$ cat src/rtl/a2d_spi_master_pkg.sv
// Shared types and constants for the ADC128S SPI master.
// Optional build macro: A2D_RES_INV_EN (see a2d_spi_master.sv).
package a2d_pkg;

    typedef enum logic [2:0] {
        IDLE,
        TRANS1,
        GAP,
        TRANS2,
        DONE
    } a2d_state_t;

    localparam logic [1:0]  CMD_PAD_HI = 2'b00;
    localparam logic [10:0] CMD_PAD_LO = 11'h000;
    localparam int          GAP_CYCLES = 2;
    localparam int          SPI_BITS   = 16;

endpackage

$ cat src/rtl/a2d_spi_master_if.sv
// Sequencer-side bundle: conversion request and result.
// master = sequencer, slave = A2D SPI master.
interface a2d_spi_master_if;

    logic        strt_cnv;
    logic [2:0]  chnnl;
    logic        cnv_cmplt;
    logic [11:0] res;

    modport master (
        output strt_cnv,
        output chnnl,
        input  cnv_cmplt,
        input  res
    );

    modport slave (
        input  strt_cnv,
        input  chnnl,
        output cnv_cmplt,
        output res
    );

endinterface

$ cat src/rtl/a2d_spi_master_spi.sv
// 16-bit SPI engine: SCLK divider, combined MOSI/MISO shifter, bit counter.
// SCLK idles high; one transaction is 16*2^DIV_W + 8 clk of SS_n low.
module spi_mnrch16
    import a2d_pkg::*;
#(
    parameter int DIV_W = 5
) (
    input  logic        clk,
    input  logic        rst,
    input  logic        wrt,
    input  logic [15:0] wt_data,
    output logic        done,
    output logic [15:0] rd_data,
    output logic        SS_n,
    output logic        SCLK,
    output logic        MOSI,
    input  logic        MISO
);

    localparam logic [DIV_W-1:0] DIV_ONES  = '1;
    localparam logic [DIV_W-1:0] DIV_PORCH = DIV_ONES - DIV_W'(8);
    localparam logic [DIV_W-1:0] DIV_RISE  = DIV_ONES >> 1;
    localparam logic [DIV_W-1:0] DIV_STOP  = DIV_ONES - DIV_W'(1);

    logic [DIV_W-1:0] div;
    logic [15:0]      shift;
    logic [4:0]       bit_cnt;
    logic             active;
    logic             rise_imm;
    logic             fall_imm;
    logic             last;

    assign rise_imm = (div == DIV_RISE);
    assign fall_imm = (div == DIV_ONES);
    assign last     = (bit_cnt == 5'(SPI_BITS));
    // Stop as div reaches all-ones so SCLK parks high without a 17th fall
    assign done     = active & last & (div == DIV_STOP);
    assign SCLK     = div[DIV_W-1];
    assign rd_data  = shift;

    always_ff @(posedge clk) begin
        if (rst) begin
            active  <= 1'b0;
            SS_n    <= 1'b1;
            div     <= DIV_ONES;
            shift   <= '0;
            bit_cnt <= '0;
            MOSI    <= 1'b0;
        end else if (!active) begin
            if (wrt) begin
                active  <= 1'b1;
                SS_n    <= 1'b0;
                div     <= DIV_PORCH;
                shift   <= wt_data;
                bit_cnt <= '0;
                MOSI    <= wt_data[15];
            end
        end else if (done) begin
            active <= 1'b0;
            SS_n   <= 1'b1;
            div    <= DIV_ONES;
        end else begin
            div <= div + DIV_W'(1);
            if (rise_imm && !last) begin
                shift   <= {shift[14:0], MISO};
                bit_cnt <= bit_cnt + 5'd1;
            end
            if (fall_imm && !last) begin
                MOSI <= shift[15];
            end
        end
    end

endmodule

$ cat src/rtl/a2d_spi_master.sv
// ADC128S conversion sequencer: two SPI transactions per request.
// Define A2D_RES_INV_EN to report 12'hFFF - sample for inverted pot wiring.
module a2d_spi_master
    import a2d_pkg::*;
#(
    parameter int SCLK_DIV_W = 5
) (
    input  logic             clk,
    input  logic             rst,
    a2d_spi_master_if.slave  bus,
    output logic             a2d_SS_n,
    output logic             SCLK,
    output logic             MOSI,
    input  logic             MISO
);

    localparam logic [1:0] GAP_LAST = 2'(GAP_CYCLES - 2);

    a2d_state_t  state;
    logic [2:0]  chnnl_cap;
    logic        wrt;
    logic [1:0]  gap_cnt;
    logic        spi_done;
    logic [15:0] rd_data;
    logic [15:0] cmd;
    logic [11:0] res_nxt;
    logic        cnv_cmplt_q;
    logic [11:0] res_q;
    logic        unused_rd;

    assign cmd       = {CMD_PAD_HI, chnnl_cap, CMD_PAD_LO};
    assign unused_rd = ^rd_data[15:12];

`ifdef A2D_RES_INV_EN
    assign res_nxt = 12'hFFF - rd_data[11:0];
`else
    assign res_nxt = rd_data[11:0];
`endif

    assign bus.cnv_cmplt = cnv_cmplt_q;
    assign bus.res       = res_q;

    always_ff @(posedge clk) begin
        if (rst) begin
            state       <= IDLE;
            chnnl_cap   <= '0;
            wrt         <= 1'b0;
            gap_cnt     <= '0;
            cnv_cmplt_q <= 1'b0;
            res_q       <= '0;
        end else begin
            wrt         <= 1'b0;
            cnv_cmplt_q <= 1'b0;
            unique case (state)
                IDLE: begin
                    if (bus.strt_cnv) begin
                        chnnl_cap <= bus.chnnl;
                        wrt       <= 1'b1;
                        state     <= TRANS1;
                    end
                end
                TRANS1: begin
                    if (spi_done) begin
                        gap_cnt <= '0;
                        state   <= GAP;
                    end
                end
                // The registered wrt supplies the last SS_n-high clock
                GAP: begin
                    if (gap_cnt == GAP_LAST) begin
                        wrt   <= 1'b1;
                        state <= TRANS2;
                    end else begin
                        gap_cnt <= gap_cnt + 2'd1;
                    end
                end
                TRANS2: begin
                    if (spi_done) begin
                        cnv_cmplt_q <= 1'b1;
                        res_q       <= res_nxt;
                        state       <= DONE;
                    end
                end
                DONE: begin
                    state <= IDLE;
                end
                default: begin
                    state <= IDLE;
                end
            endcase
        end
    end

    spi_mnrch16 #(
        .DIV_W (SCLK_DIV_W)
    ) u_spi (
        .clk     (clk),
        .rst     (rst),
        .wrt     (wrt),
        .wt_data (cmd),
        .done    (spi_done),
        .rd_data (rd_data),
        .SS_n    (a2d_SS_n),
        .SCLK    (SCLK),
        .MOSI    (MOSI),
        .MISO    (MISO)
    );

endmodule

$ cat src/flat_wrapper.sv
// flat-port wrapper written by rule: the top's interface ports become plain ports
module a2d_spi_master_flat import a2d_pkg::*;
#(
    parameter int SCLK_DIV_W = 5
)
  (clk, rst, a2d_SS_n, SCLK, MOSI, MISO, bus_strt_cnv, bus_chnnl, bus_cnv_cmplt, bus_res);
  a2d_spi_master_if bus_i ();
  input  logic clk;
  input  logic rst;
  output logic a2d_SS_n;
  output logic SCLK;
  output logic MOSI;
  input  logic MISO;
  input wire logic [$bits(bus_i.strt_cnv)-1:0] bus_strt_cnv;
  input wire logic [$bits(bus_i.chnnl)-1:0] bus_chnnl;
  output wire logic [$bits(bus_i.cnv_cmplt)-1:0] bus_cnv_cmplt;
  output wire logic [$bits(bus_i.res)-1:0] bus_res;
  assign bus_i.strt_cnv = bus_strt_cnv;
  assign bus_i.chnnl = bus_chnnl;
  assign bus_cnv_cmplt = bus_i.cnv_cmplt;
  assign bus_res = bus_i.res;
  a2d_spi_master #(.SCLK_DIV_W(SCLK_DIV_W)) u_core (.clk(clk), .rst(rst), .bus(bus_i), .a2d_SS_n(a2d_SS_n), .SCLK(SCLK), .MOSI(MOSI), .MISO(MISO));
endmodule
$ cat config.mk
export PLATFORM = sky130hd
export DESIGN_NAME = a2d_spi_master_flat
export DESIGN_NICKNAME = d
export VERILOG_FILES = /design/src/rtl/a2d_spi_master_pkg.sv /design/src/rtl/a2d_spi_master_if.sv /design/src/rtl/a2d_spi_master_spi.sv /design/src/rtl/a2d_spi_master.sv /design/src/flat_wrapper.sv
export SDC_FILE = /design/constraint.sdc
export NUM_CORES = 1
export LEC_CHECK = 0
export ABC_AREA = 0
export CAP_MARGIN = 10
export CORE_ASPECT_RATIO = 0.5
export CORE_MARGIN = 10
export CORE_UTILIZATION = 45
export CTS_CLUSTER_DIAMETER = 80
export DETAILED_ROUTE_END_ITERATION = 16
export HOLD_SLACK_MARGIN = 0.15
export PLACE_DENSITY = 0.67
export REMOVE_ABC_BUFFERS = 1
export SYNTH_ARGS = -nofsm -noshare
export SYNTH_HDL_FRONTEND = slang
export SYNTH_SLANG_ARGS = --single-unit
$ cat constraint.sdc
create_clock -name clk -period 1.9 [get_ports clk]
set_input_delay 0.475 -clock clk [delete_from_list [all_inputs] [get_ports clk]]
set_output_delay 0.475 -clock clk [all_outputs]
set_load 0.01 [all_outputs]
**Yosys cells after proc, flatten, opt, wreduce, memory -nomap -nowiden**

Cells that the tools add are included.

- Register bits: 51
- Output and inout bits: 16

- Add/subtract/negate cells: 3
- Equal/unequal tests: 16
- Mux-type cells: 32
- Bitwise logic cells: 3
- Reductions and logical operators: 15

Operators by type and width:

| operator | count |
|---|---|
| two-way mux 16 bit | 4 |
| two-way mux 5 bit | 7 |
| == test 5 bit, second input constant | 3 |
| two-way mux 1 bit | 12 |
| two-way mux 3 bit | 4 |
| != test 2 x 1 -> 1 bit, second input constant | 6 |
| one-hot mux 3 bit (4 select lines) | 1 |
| adder 5 x 1 -> 5 bit, second input constant | 2 |
| AND reduction 3 bit | 3 |
| == test 3 x 2 -> 1 bit, second input constant | 2 |
| != test 2 bit, second input constant | 3 |
| AND reduction 2 bit | 3 |
| == test 5 x 4 -> 1 bit, second input constant | 1 |
| two-way mux 2 bit | 2 |
| one-hot mux 2 bit (2 select lines) | 1 |
| AND reduction 4 bit | 1 |
| nonzero test 2 bit | 2 |
| == test 3 x 1 -> 1 bit, second input constant | 1 |
| zero test 3 bit | 1 |
| adder 2 x 1 -> 2 bit, second input constant | 1 |
| bitwise AND 1 bit | 2 |
| logical AND 1 bit | 2 |
| zero test 2 bit | 1 |
| one-hot mux 1 bit (2 select lines) | 1 |
| 3 further kinds | 3 |

**Logic depth before layout (Yosys ltp)**

- Word-level depth: 6
- Gate-level depth with buffers: 8
- Depth with buffers taken out: 7

**Cells and area by module**

From an unflattened synthesis, not the netlist that was laid out.

- Cell total of the unflattened synthesis: 250
- Area, all modules: 2306.0 µm²

By module, submodules not included:

| module | instances | cells each | area each (µm²) |
|---|---|---|---|
| spi_mnrch16 | 1 | 158 | 1488.9 |
| a2d_spi_master | 1 | 92 | 817.0 |

**Worst setup path before layout**

OpenSTA, ideal clock, no wires.

- Kind: register to register
- Start point: register u_core.u_spi.div[1]
- End point: register u_core.u_spi.shift[5], in the netlist u_core.u_spi.rd_data[5]
- Library setup time: 0.071 ns
- Arrival: 1.693 ns
- Path slack: 0.136 ns
- Cell stages (with the launch flop): 9
- Path buffers: 1
- Period minus slack after synthesis: 1.764 ns
- Cells stage by stage: dfxtp_1 -> ha_1 -> and3_1 -> ha_1 -> and2_1 -> nand2_1 -> clkbuf_1 -> nand3_1 -> a21oi_1

- Cells in the longest elaborated chain, start to end: 4
- Elaborated cells on any way between the ends: 7
- Classes of those cells: 4 x eq/ne; 1 x bitwise; 2 x reduce/logical

Ends and longest elaborated chain:

| element | line | RTL |
|---|---|---|
| start, declared | a2d_spi_master_spi.sv:25 | `logic [DIV_W-1:0] div;` |
| start signal, assigned | a2d_spi_master_spi.sv:63 | `div <= div + DIV_W'(1);` |
| == test 5 bit / == test 5 x 4 -> 1 bit (equally long branches) | a2d_spi_master_spi.sv:37, a2d_spi_master_spi.sv:33 |  |
| bitwise AND 1 bit / logical AND 1 bit (equally long branches) | a2d_spi_master_spi.sv:37, a2d_spi_master_spi.sv:64 |  |
| != test 2 bit (no source line) / != test 2 x 1 -> 1 bit (equally long branches) | n/a |  |
| AND reduction 3 bit (no source line) * | n/a |  |
| end signal, assigned | a2d_spi_master_spi.sv:54 | `shift <= wt_data;` |
| end signal, assigned | a2d_spi_master_spi.sv:65 | `shift <= {shift[14:0], MISO};` |
| end, declared | a2d_spi_master_spi.sv:26 | `logic [15:0] shift;` |

Mark *: on every way between the ends. The rest lies on a longest branch, timed or not.
A chain may end at the register's enable or synchronous reset.

**Final worst setup path**

- Start point: register u_core.u_spi.div[0]
- End point: register u_core.u_spi.bit_cnt[3]

- Cells in the longest elaborated chain, start to end: 4
- Elaborated cells on any way between the ends: 7
- Classes of those cells: 4 x eq/ne; 1 x bitwise; 2 x reduce/logical

Ends and longest elaborated chain:

| element | line | RTL |
|---|---|---|
| == test 5 bit / == test 5 x 4 -> 1 bit (equally long branches) | a2d_spi_master_spi.sv:37, a2d_spi_master_spi.sv:33 |  |
| bitwise AND 1 bit / logical AND 1 bit (equally long branches) | a2d_spi_master_spi.sv:37, a2d_spi_master_spi.sv:64 |  |
| != test 2 bit (no source line) / != test 2 x 1 -> 1 bit (equally long branches) | n/a |  |
| AND reduction 3 bit (no source line) * | n/a |  |
| end signal, assigned | a2d_spi_master_spi.sv:66 | `bit_cnt <= bit_cnt + 5'd1;` |
| end, declared | a2d_spi_master_spi.sv:27 | `logic [4:0] bit_cnt;` |

Marked as above.

==> impl_metrics.toml <==
[status]
status = "completed"

[synthesis]
synth_edf_count = 0
synth-main-ff-cell = "dfxtp_1"
synthTopCellsByArea = "dfxtp_1, mux2i_1, nand3_1"
synth_area_sq_um = 2160
synth_cell_types = 34
async_flop_share_pct = 0
yosysTopAreaCell = "dfxtp_1"
yosysWarningCount = 0
syn_inst = 230
synth_top_area_share_pct = 47.3
postSynthAreaPerCell_sq_um = 9.38
yosysSeqAreaShare_pct = 47.3
ys_seq_elements = 51

[placement]
pre_cts_ws_ns = 0.0242
place_congestion = 0.774
hpwlAfterDp_um = 3020
io_buffers = 22
placed_area_sq_um = 2500

[power]
power_density_nw_per_um2 = 744
p_clk_share_pct = 31.7
p_comb_share_pct = 10.0
p_sw_uw = 489
p_int_mw = 1.45
p_total_mw = 1.94
leakage_nw = 0.902
sw_frac_of_total_pct = 25.3
seq_power_share_pct = 58.3
vdd.ir_drop.worst_v = 0.000435

[route]
wire_per_inst_um = 13.3
viasPerCell = 5.09
post-route-drc-count = 0
routed_wl_um = 4300
ant_nets = 0
dr.pass1.iters = 4
drt_iter0_drc = 76
vias = 1645

[grt]
track_usage_pct = 10.4
grt_pass1_vias = 1537
grt_pass1_wl_um = 7110
grt_max_degree = 34
antenna_found_initial = 0
gr-total-overflow = 0

[timing]
setup_viol = 0
min_period_ns = 1.79
setup_tns_ns = 0
maxSlewViolCount = 0
post-route-period-util_pct = 94.2
finalHoldViolations = 0
slew_headroom_pct = 66.2
rsz0062_at_grt = "false"
clock.fmax_mhz = 559
max_slew.worst_pin.slew_ns = 0.505
whs_ns = 0.471
fin_skew_ns = 0.00698
setup_ws_ns = 0.110

[floorplan]
initial_core_util_pct = 47.9
rows = 17
die-height_um = 69.0
core_sq_um = 4510
die_area_sq_um = 8130
ios = 23
die_w_um = 118

[clock_network]
clk_pin_slew_ns = 0.10
htree_levels = 2
cts-hold-fix-buffers = 0
clk_latency_ns = 0.30
cts_tree = "done"
numCtsBuffers = 5
cts_setup_buffers = 0
cts_max_path_buffers = 2
clock-sinks = 51
root_buffer = "clkbuf_8"
ctsResizeCount = 0

[final_layout]
layout_commonest_cell = "dfxtp_1"
nNetsFinal = 270
area_growth_pct = 20.5
drive_gt1_share_pct = 10.9
final_cell_mix = "dfxtp_1, nor2_1, clkdlybuf4s50_1, nand2_1, nand3_1"
final_area_sq_um = 2600
insertedDiodeCount = 0

[hold_path]
hold_depth = 2
hp-class = "reg2reg"

[critical_path]
critPathCaptureType = "flop"
crit_required_ns = 2.07
crit_path_start_kind = "flop"
reg2reg_depth = 7
path_max_fanout = 4
worstSetupPathType = "reg2reg"
cp.arrival_ns = 1.96
reg2reg_slack_ns = 0.11

[run]
drv_cap = 0
[kinds of logic after synthesis]
kind of cell             Yosys count  share of synthesized area [%]
AND/OR/NAND/NOR                   95                           23.4
flip-flops                        51                           47.3
AO/OA/AOI/OAI                     30                           8.41
multiplexers                      22                           10.3
buffers and inverters             18                           3.71
XOR/XNOR                           7                           2.84
adder cells (fa/ha/maj)            7                           4.06
[worst paths after layout]
kind / from / to
hold / removal: u_core.u_spi.rd_data[13]$_SDFFE_PP0P_ / u_core.u_spi.rd_data[14]$_SDFFE_PP0P_
hold reg to reg: u_core.u_spi.rd_data[13]$_SDFFE_PP0P_ / u_core.u_spi.rd_data[14]$_SDFFE_PP0P_
setup reg to reg: u_core.u_spi.div[0]$_SDFFE_PP1P_ / u_core.u_spi.bit_cnt[3]$_SDFFE_PP0P_
setup / recovery: u_core.u_spi.div[0]$_SDFFE_PP1P_ / u_core.u_spi.bit_cnt[3]$_SDFFE_PP0P_
[layout make-up]
| type | instances | area (sq um) |
|---|---|---|
| fillers | 443 | 1910 |
| multi-input cells | 161 | 1070 |
| flip-flops and latches | 51 | 1020 |
| repair buffers | 31 | 313 |
| well taps | 66 | 82.6 |
| clock buffers | 5 | 68.8 |
| inverters | 6 | 22.5 |
| clock inverters | 3 | 20.0 |
[synthesized netlist by cell type, types with 2 or more instances]
library cell / number
mux2_2: 2
and3_1: 3
dfxtp_1: 51
mux2i_1: 20
xnor2_1: 2
o31ai_1: 2
a211oi_1: 3
nand2b_1: 4
nand3_1: 21
nor2_1: 23
nor2b_1: 2
buf_2: 4
xor2_1: 5
o21ai_0: 3
a21oi_1: 16
clkbuf_1: 7
nor3_1: 7
nor4b_1: 2
inv_1: 6
and2_1: 3
nand4_1: 3
o2111ai_1: 2
ha_1: 7
nand2_1: 22
[sequential cells by signal (all words and copies together), names as in the netlist]
signal	cells
u_core.gap_cnt	2
u_core.u_spi.active	1
u_core.u_spi.MOSI	1
u_core.wrt	1
u_core.u_spi.SS_n	1
u_core.state	3
u_core.bus.res	12
u_core.u_spi.rd_data	16
u_core.u_spi.div	5
u_core.chnnl_cap	3
u_core.bus.cnv_cmplt	1
u_core.u_spi.bit_cnt	5
[routing by layer]
metal	wire length, um	global-route usage [%]	vias to the layer above
met5	0	0	-
met3	133	2.91	2
li1	-	-	851
met1	2160	12.3	770
met2	1970	19.1	22
met4	32	2.29	0
[through the flow]
step	util, %	instances
global placement	55.4	315
global route	57.7	323
floorplan	-	218
finish	57.7	323
CTS	57.3	323
detailed placement	55.4	315
[power groups by stage]
| stage | registers [mW] | clock network, mW | logic (mW) |
|---|---|---|---|
| 5_1_grt | 1.13 | 0.673 | 0.216 |
| 4_1_cts | 1.13 | 0.632 | 0.192 |
| 6_report | 1.13 | 0.614 | 0.193 |
| 3_5_place_dp | 1.15 | 0 | 0.192 |
| 2_1_floorplan | 1.15 | 0 | 0.113 |
| 3_3_place_gp | 1.15 | 0 | 0.185 |
[worst max-delay path, cell delays in order (launching register included)]
cell       delay [ns]
dfxtp_1          0.35
ha_1             0.21
and3_1           0.21
ha_1             0.20
and2_1           0.22
o2111ai_1        0.26
xor2_1           0.17
nor3_1           0.05
Power figures use the tool's default switching activity.
